[src/rtl/spi_word_slave.sv]
// spi_word_slave
//   SPI slave that moves one WIDTH-bit word per SPI word time. SCK, SS and
//   MOSI arrive asynchronously and are synchronised into the clk domain.
//   Edges are then detected, so SCK must be several clk periods per half
//   cycle. A single-entry holding register feeds the tx shift register. When
//   nothing is queued at a load point, IDLE_WORD is sent instead.
//
// Ports
//   clk, rst     system clock, asynchronous active-high reset
//   SCK, SS      SPI clock and active-low select from the master (async)
//   MOSI, MISO   serial data in / out
//   tx_data      word to transmit, accepted when tx_valid && tx_ready
//   tx_valid     tx_data is valid
//   tx_ready     holding register empty; a word can be accepted
//   rx_data      last complete received word
//   rx_valid     one-clk pulse when rx_data is updated
//   tx_underrun  one-clk pulse when IDLE_WORD was loaded for lack of data
//   frame_abort  one-clk pulse when SS was released mid-word
//   busy         slave is selected (synchronised SS active)
module spi_word_slave #(
  parameter int               WIDTH     = 8,
  parameter logic             CPOL      = 1'b0,
  parameter logic             CPHA      = 1'b0,
  parameter logic             MSB_FIRST = 1'b1,
  parameter logic [WIDTH-1:0] IDLE_WORD = '0
) (
  input  logic             clk,
  input  logic             rst,
  input  logic             SCK,
  input  logic             SS,
  input  logic             MOSI,
  output logic             MISO,
  input  logic [WIDTH-1:0] tx_data,
  input  logic             tx_valid,
  output logic             tx_ready,
  output logic [WIDTH-1:0] rx_data,
  output logic             rx_valid,
  output logic             tx_underrun,
  output logic             frame_abort,
  output logic             busy
);

  localparam int            CW       = (WIDTH > 2) ? $clog2(WIDTH) : 1;
  localparam logic [CW-1:0] LAST_BIT = CW'(WIDTH - 1);

  localparam logic [0:0] ST_IDLE   = 1'b0;
  localparam logic [0:0] ST_ACTIVE = 1'b1;

  logic [2:0]       sck_sync;
  logic [2:0]       ss_sync;
  logic [1:0]       mosi_sync;
  logic [0:0]       state;
  logic [CW-1:0]    bit_cnt;
  logic             load_pending;
  logic             primed;
  logic [WIDTH-1:0] rx_shift;
  logic [WIDTH-1:0] tx_shift;
  logic [WIDTH-1:0] holding;
  logic             holding_full;

  logic             active;
  logic             sck_rise, sck_fall, leading, trailing;
  logic             ss_fall, ss_rise, frame_start;
  logic             sample_edge, shift_edge, hold_edge, load_event;
  logic [WIDTH-1:0] rx_next, tx_shifted;

  // Synchronisers preset to the idle line levels so that leaving reset
  // cannot look like an SCK or SS edge.
  always_ff @(posedge clk or posedge rst) begin
    if (rst) begin
      sck_sync  <= {3{CPOL}};
      ss_sync   <= 3'b111;
      mosi_sync <= 2'b00;
    end else begin
      sck_sync  <= {sck_sync[1:0], SCK};
      ss_sync   <= {ss_sync[1:0], SS};
      mosi_sync <= {mosi_sync[0], MOSI};
    end
  end

  assign active      = (state == ST_ACTIVE);
  assign sck_rise    = sck_sync[1] & ~sck_sync[2];
  assign sck_fall    = ~sck_sync[1] & sck_sync[2];
  assign leading     = CPOL ? sck_fall : sck_rise;
  assign trailing    = CPOL ? sck_rise : sck_fall;
  assign ss_fall     = ss_sync[2] & ~ss_sync[1];
  assign ss_rise     = ~ss_sync[2] & ss_sync[1];
  assign frame_start = !active && ss_fall;

  // SCK activity only counts while selected; an edge arriving in the same
  // cycle as deselection belongs to no word.
  assign sample_edge = active && !ss_rise && (CPHA ? trailing : leading);
  assign shift_edge  = active && !ss_rise && (CPHA ? leading : trailing);

  // With CPHA=1 the frame-start load already supplied word 0, so the first
  // shift edge of the frame neither reloads nor shifts; it is that word's load.
  assign hold_edge  = CPHA && primed && shift_edge;
  assign load_event = frame_start ||
                      (CPHA ? (shift_edge && (bit_cnt == '0) && !primed)
                            : (shift_edge && load_pending));

  assign rx_next    = MSB_FIRST ? {rx_shift[WIDTH-2:0], mosi_sync[1]}
                                : {mosi_sync[1], rx_shift[WIDTH-1:1]};
  assign tx_shifted = MSB_FIRST ? {tx_shift[WIDTH-2:0], 1'b0}
                                : {1'b0, tx_shift[WIDTH-1:1]};

  // Frame control: state, bit counter, and the flags that place tx loads.
  always_ff @(posedge clk or posedge rst) begin
    if (rst) begin
      state        <= ST_IDLE;
      bit_cnt      <= '0;
      load_pending <= 1'b0;
      primed       <= 1'b0;
      frame_abort  <= 1'b0;
    end else begin
      frame_abort <= 1'b0;
      if (frame_start) begin
        state        <= ST_ACTIVE;
        bit_cnt      <= '0;
        load_pending <= 1'b0;
        primed       <= 1'b1;
      end else if (active && ss_rise) begin
        state        <= ST_IDLE;
        bit_cnt      <= '0;
        load_pending <= 1'b0;
        primed       <= 1'b0;
        frame_abort  <= (bit_cnt != '0);
      end else begin
        if (sample_edge) begin
          if (bit_cnt == LAST_BIT) begin
            bit_cnt      <= '0;
            load_pending <= 1'b1;
          end else begin
            bit_cnt <= bit_cnt + 1'b1;
          end
        end
        if (shift_edge) begin
          load_pending <= 1'b0;
          primed       <= 1'b0;
        end
      end
    end
  end

  // Receive path: rx_data and rx_valid update together, one clk after the
  // final sample edge has been detected.
  always_ff @(posedge clk or posedge rst) begin
    if (rst) begin
      rx_shift <= '0;
      rx_data  <= '0;
      rx_valid <= 1'b0;
    end else begin
      rx_valid <= 1'b0;
      if (sample_edge) begin
        rx_shift <= rx_next;
        if (bit_cnt == LAST_BIT) begin
          rx_data  <= rx_next;
          rx_valid <= 1'b1;
        end
      end
    end
  end

  // Transmit shift register.
  always_ff @(posedge clk or posedge rst) begin
    if (rst) begin
      tx_shift    <= '0;
      tx_underrun <= 1'b0;
    end else begin
      tx_underrun <= 1'b0;
      if (load_event) begin
        if (holding_full) begin
          tx_shift <= holding;
        end else begin
          tx_shift    <= IDLE_WORD;
          tx_underrun <= 1'b1;
        end
      end else if (shift_edge && !hold_edge) begin
        tx_shift <= tx_shifted;
      end
    end
  end

  // Holding register. Acceptance needs it empty and emptying needs it full,
  // so a handshake coinciding with a load leaves the new word held while the
  // load falls back to IDLE_WORD.
  always_ff @(posedge clk or posedge rst) begin
    if (rst) begin
      holding      <= '0;
      holding_full <= 1'b0;
    end else begin
      if (load_event && holding_full) begin
        holding_full <= 1'b0;
      end
      if (tx_valid && !holding_full) begin
        holding      <= tx_data;
        holding_full <= 1'b1;
      end
    end
  end

  assign MISO     = active ? (MSB_FIRST ? tx_shift[WIDTH-1] : tx_shift[0]) : 1'b0;
  assign tx_ready = !holding_full;
  assign busy     = active;

endmodule

[config.mk]
export PLATFORM = sky130hd
export DESIGN_NAME = spi_word_slave
export DESIGN_NICKNAME = d
export VERILOG_FILES = /design/src/rtl/spi_word_slave.sv
export SDC_FILE = /design/constraint.sdc
export NUM_CORES = 1
export LEC_CHECK = 0
export CAP_MARGIN = 20
export CORE_ASPECT_RATIO = 1.25
export CORE_MARGIN = 4
export CORE_UTILIZATION = 33
export CTS_BUF_LIST = sky130_fd_sc_hd__clkbuf_8
export CTS_CLUSTER_DIAMETER = 100
export DETAILED_ROUTE_END_ITERATION = 10
export PLACE_DENSITY_LB_ADDON = 0.15
export SLEW_MARGIN = 20
export SYNTH_ARGS = -nofsm -noshare
export SYNTH_HDL_FRONTEND = slang
export SYNTH_SLANG_ARGS = --single-unit
[constraint.sdc]
create_clock -name clk -period 1.8 [get_ports clk]
set_input_delay 0.36 -clock clk [delete_from_list [all_inputs] [get_ports clk]]
set_output_delay 0.36 -clock clk [all_outputs]
set_load 0.05 [all_outputs]
== After elaboration in Yosys (flattened, before gate mapping) ==
Cells that the tools add are included.
Operators by class
  $add $sub $neg: 1
  multipliers: 0
  divide/modulo/power cells: 0
  magnitude comparators: 0
  equal/unequal tests: 1
  shift-type cells: 0
  mux-type cells: 23
  bitwise gates (word level): 8
  reduce and logical (&&, ||, !) cells: 21
Operators by type and width (count)
  8-bit two-way mux: 3
  1-bit two-way mux: 16
  3-bit two-way mux: 4
  1-bit logical AND: 8
  4-bit nonzero test: 2
  2-bit nonzero test: 3
  3-bit nonzero test: 2
  1-bit bitwise AND: 4
  1-bit NOT: 4
  2-bit AND reduction: 2
  3-bit by 1-bit adder with 3-bit output, second input constant: 1
  3-bit equality test, second input constant: 1
  1-bit logical NOT: 3
  1-bit logical OR: 1
Storage, ports and cells
  bits in registers: 48
  bits in latches: 0
  RAM bits: 0
  ROM bits: 0
  bits of input ports: 14
  output and inout port bits: 14
  memories kept: 0

== Logic depth before layout (Yosys ltp) ==
  depth in word-level cells: 10
  depth in mapped cells: 6
  depth with buffers taken out: 4

== Worst setup path before layout ==
Ideal clock, no wire load.
  path type: reg-to-reg
  from: reg state, in the netlist busy
  to: reg rx_shift[0]
  arrival: 1.665 ns
  required time: 1.675 ns
  slack: 0.010 ns
  cell stages (with the launch flop): 5
  path buffers: 1
  period minus slack after synthesis: 1.790 ns
  path through: dfrtp_1 inv_2 nor4_4 buf_4 mux2_2
On the way
  longest elaborated chain between the ends: 2
Ends and longest elaborated chain
  start: declaration: RTL line 52  | logic [0:0] state;
  start signal: assignment: RTL line 110  | state <= ST_IDLE;
  start signal: assignment: RTL line 118  | state <= ST_ACTIVE;
  start signal: assignment: RTL line 123  | state <= ST_IDLE;
  1-bit logical AND (2 in series): RTL line 92  | assign sample_edge = active && !ss_rise && (CPHA ? trailing : leading);
  end signal: assignment: RTL line 155  | rx_shift <= rx_next;
  end: declaration: RTL line 56  | logic [WIDTH-1:0] rx_shift;
Every way passes these cells.
A chain may end at the register's enable or synchronous reset.

== Final worst setup path ==
  from: reg state, in the netlist busy
  to: out MISO
On the way
  longest elaborated chain between the ends: 1
Ends and longest elaborated chain
  1-bit two-way mux: RTL line 202  | assign MISO = active ? (MSB_FIRST ? tx_shift[WIDTH-1] : tx_shift[0]) : 1'b0;
  end: declaration: RTL line 32  | output logic MISO,
Every way passes these cells.

==> impl_results.md <==
- Status: finished clean
- Die height: 93.0 um
- Rel. slew slack: 0.760
- CTS Buf Count: 5
- Highest clock rate: approximately 620 MHz
- Clk pwr share: 0.223
- Floorplan row count: 30
- Hold Crit Class: register to register
- DR iter-0 viols: 73
- Layout cells sized above 1: 0.330
- Final Skew: around 0.0067 ns
- Final wirelength: ~3600 um
- Period minus WS final: roughly 1.6 ns
- H-tree levels: 2
- IO buf count: 27
- Vias: roughly 1200
- NetSw: about 800 uW
- Die width: 76.0 um
- Worst-path maximum fanout: 5
- Drt wl/cell: roughly 15 um
- Antenna diodes: 0
- Worst Max-Slew Pin Slew: 0.360 ns
- Antenna violations before repair: 0
- DR pass1 iterations: 3
- Buf+Inv Stages, Crit Path: 2
- Post-synthesis instance total: about 140
- Sw Share: 0.286
- Worst-Skew Late Latency: 0.29 ns
- Required time of the critical path: approximately 1.4 ns
- Synthesized area: between 1500 and 2000 um^2
- GRT Util Overall: 0.108
- FF+latch count, synth: between 40 and 50
- Final setup fails: 0
- Congestion Overflow GR: 0
- Worst setup SP type: register
- First-pass GRT wire length: around 6200 um
- Syn_nets: roughly 160
- Reg clk slew, reported paths: about 0.08 ns
- Clk buf depth: 2
- CTS tree: built
- Tcrit/Tclk final: 0.891
- Ports: 28
- Pwr dens: roughly 1200 nW/um^2
- Top post-synthesis cells by area: dfrtp_1 59%, mux2_2 14%, dfstp_2 4.1%
- CTS sink count: 48
- Cell family with most CP delay: flip-flops
- CP peak stage delay: about 0.44 ns
- Count of pins over their slew limit: 0
- Mean number of vias per cell: between 4 and 5
- RSZ-0062 raised after global routing: no
- Crit path arrival time: ~1.2 ns
- Share of power burned in registers: 0.533
- Cell at the slowest stage of the critical path: dfrtp_1
- Hpwl dp: 2590 um
- Largest area contributor in the netlist: dfrtp_1
- Initial Utilization: 0.346
- Yosys top cell area share: 0.591
- Logic pwr share: 0.244
- Layout Nets: around 200
- Final std cells w/o fill: roughly 240
- Int Power: 2.04 mW
- Maxcap violations: 0
- # DRC: 0
- Placed cells: about 240
- Number of global-route vias before repair: ~1300
- Post-cts hold buffer count: 0
- LEAKAGE: roughly 1.2 nW
- Setup bufs post-CTS: 0
- Die ar.: roughly 7100 um^2
- Crit path kind: register to primary output
- Placer Congestion: 0.728
- Fin Hold WS: about 0.36 ns
- Most common cell after layout, fill and taps aside: dfrtp_1
- Core Box Area: 5520 um^2
- Synthesized area per cell: approximately 13 um^2
- Synth warn: 0
- Largest net degree at the start of global routing: between 40 and 50
- CTS resizes: 0
- TNS Setup: 0 ns
- Netlist cell types: 28
- Layout area overhead: 25.8%
- Crit-path cells: buf_4, and2_1, buf_12
- Crit. End Element: primary output
- VDD IR-drop max: 445 uV
- Commonest cells after routing, fill and taps aside: 45 x dfrtp_1, 23 x mux2_2, 18 x buf_4, 13 x clkdlybuf4s50_1, 9 x a21oi_1
- Sequential share of the synthesized area: 0.632
- Fin. Hold Viols: 0
- Root Driver: clkbuf_8
- Antenna viol nets, final: 0
-- registers in the layout, indices dropped and copies added (netlist names), 2 cells and up --
register   count
bit_cnt        3
rx_data        8
holding        8
rx_shift       7
ss_sync        3
sck_sync       3
tx_shift       8
mosi_sync      2
-- metrics by stage --
| stage | power [mW] | area, um^2 | setup slack, ns | utilization |
|---|---|---|---|---|
| after floorplan | 1.99 | 1910 | 0.0102 | - |
| after global placement | 2.22 | 2310 | 0.217 | 0.418 |
| after detailed placement | 2.27 | 2310 | 0.199 | 0.418 |
| after CTS | 2.93 | 2400 | 0.176 | 0.435 |
| after global routing | 3.07 | 2400 | 0.102 | 0.435 |
| final | 2.86 | 2400 | 0.197 | 0.435 |
-- path summary, 6_finish.rpt --
path                              startpoint      endpoint  slack [ns]  cells after the start
worst max-delay path                    busy          MISO        0.20                      3
worst max register to register    ss_sync[1]    rx_data[5]        0.22                      4
max in group asynchronous                rst    ss_sync[2]        1.10                      3
min in group asynchronous                rst    rx_data[3]        0.42                      3
worst min-delay path            mosi_sync[0]  mosi_sync[1]        0.36                      0
worst min register to register  mosi_sync[0]  mosi_sync[1]        0.36                      0
-- synth_stat cells --
| master | count |
|---|---|
| a21o_1 | 1 |
| a21oi_1 | 9 |
| a221oi_2 | 1 |
| a22o_1 | 2 |
| and2_1 | 1 |
| and3_1 | 7 |
| and4_1 | 1 |
| buf_2 | 2 |
| buf_4 | 1 |
| clkbuf_1 | 2 |
| clkinv_1 | 1 |
| dfrtp_1 | 45 |
| dfstp_2 | 3 |
| ha_1 | 3 |
| inv_1 | 7 |
| inv_2 | 1 |
| mux2_2 | 23 |
| nand2_1 | 8 |
| nand2_2 | 1 |
| nand2b_1 | 2 |
| nor2_1 | 3 |
| nor2b_1 | 3 |
| nor3_1 | 1 |
| nor4_4 | 1 |
| o21ai_0 | 3 |
| o22a_1 | 8 |
| o22ai_1 | 1 |
| or2_1 | 1 |
-- area by class of cell --
cell class / count / area [um^2]
inverter: 9 / 33.8
multi-input combinational: 80 / 643
timing repair buffer: 35 / 345
fill: 510 / 3120
tap: 64 / 80.1
clock buffer: 6 / 82.6
clock inverter: 1 / 8.76
sequential: 48 / 1200
-- routing by layer --
layer,GRT usage,up-vias,share of wire
met5,0,-,0
li1,-,568,-
met4,0.0490,0,0.014
met1,0.127,590,0.42
met3,0.0308,4,0.044
met2,0.184,21,0.52
-- power groups by stage --
stage / sequential, mW / combinational [mW] / clock, mW
floorplan: 1.50 / 0.483 / 0
global placement: 1.54 / 0.686 / 0
detailed placement: 1.55 / 0.717 / 0
CTS: 1.53 / 0.717 / 0.678
global route: 1.57 / 0.773 / 0.724
finish: 1.53 / 0.699 / 0.639
-- cell families after synthesis --
| logic type | synth area share |
|---|---|
| DFF | 0.632 |
| and+or+nand+nor | 0.0892 |
| AOI/OAI and AO/OA | 0.0925 |
| muxes | 0.136 |
| buffers and inverters | 0.0308 |
| adders and majority gates | 0.0197 |
Note: power is estimated with default switching activity, not from simulation.
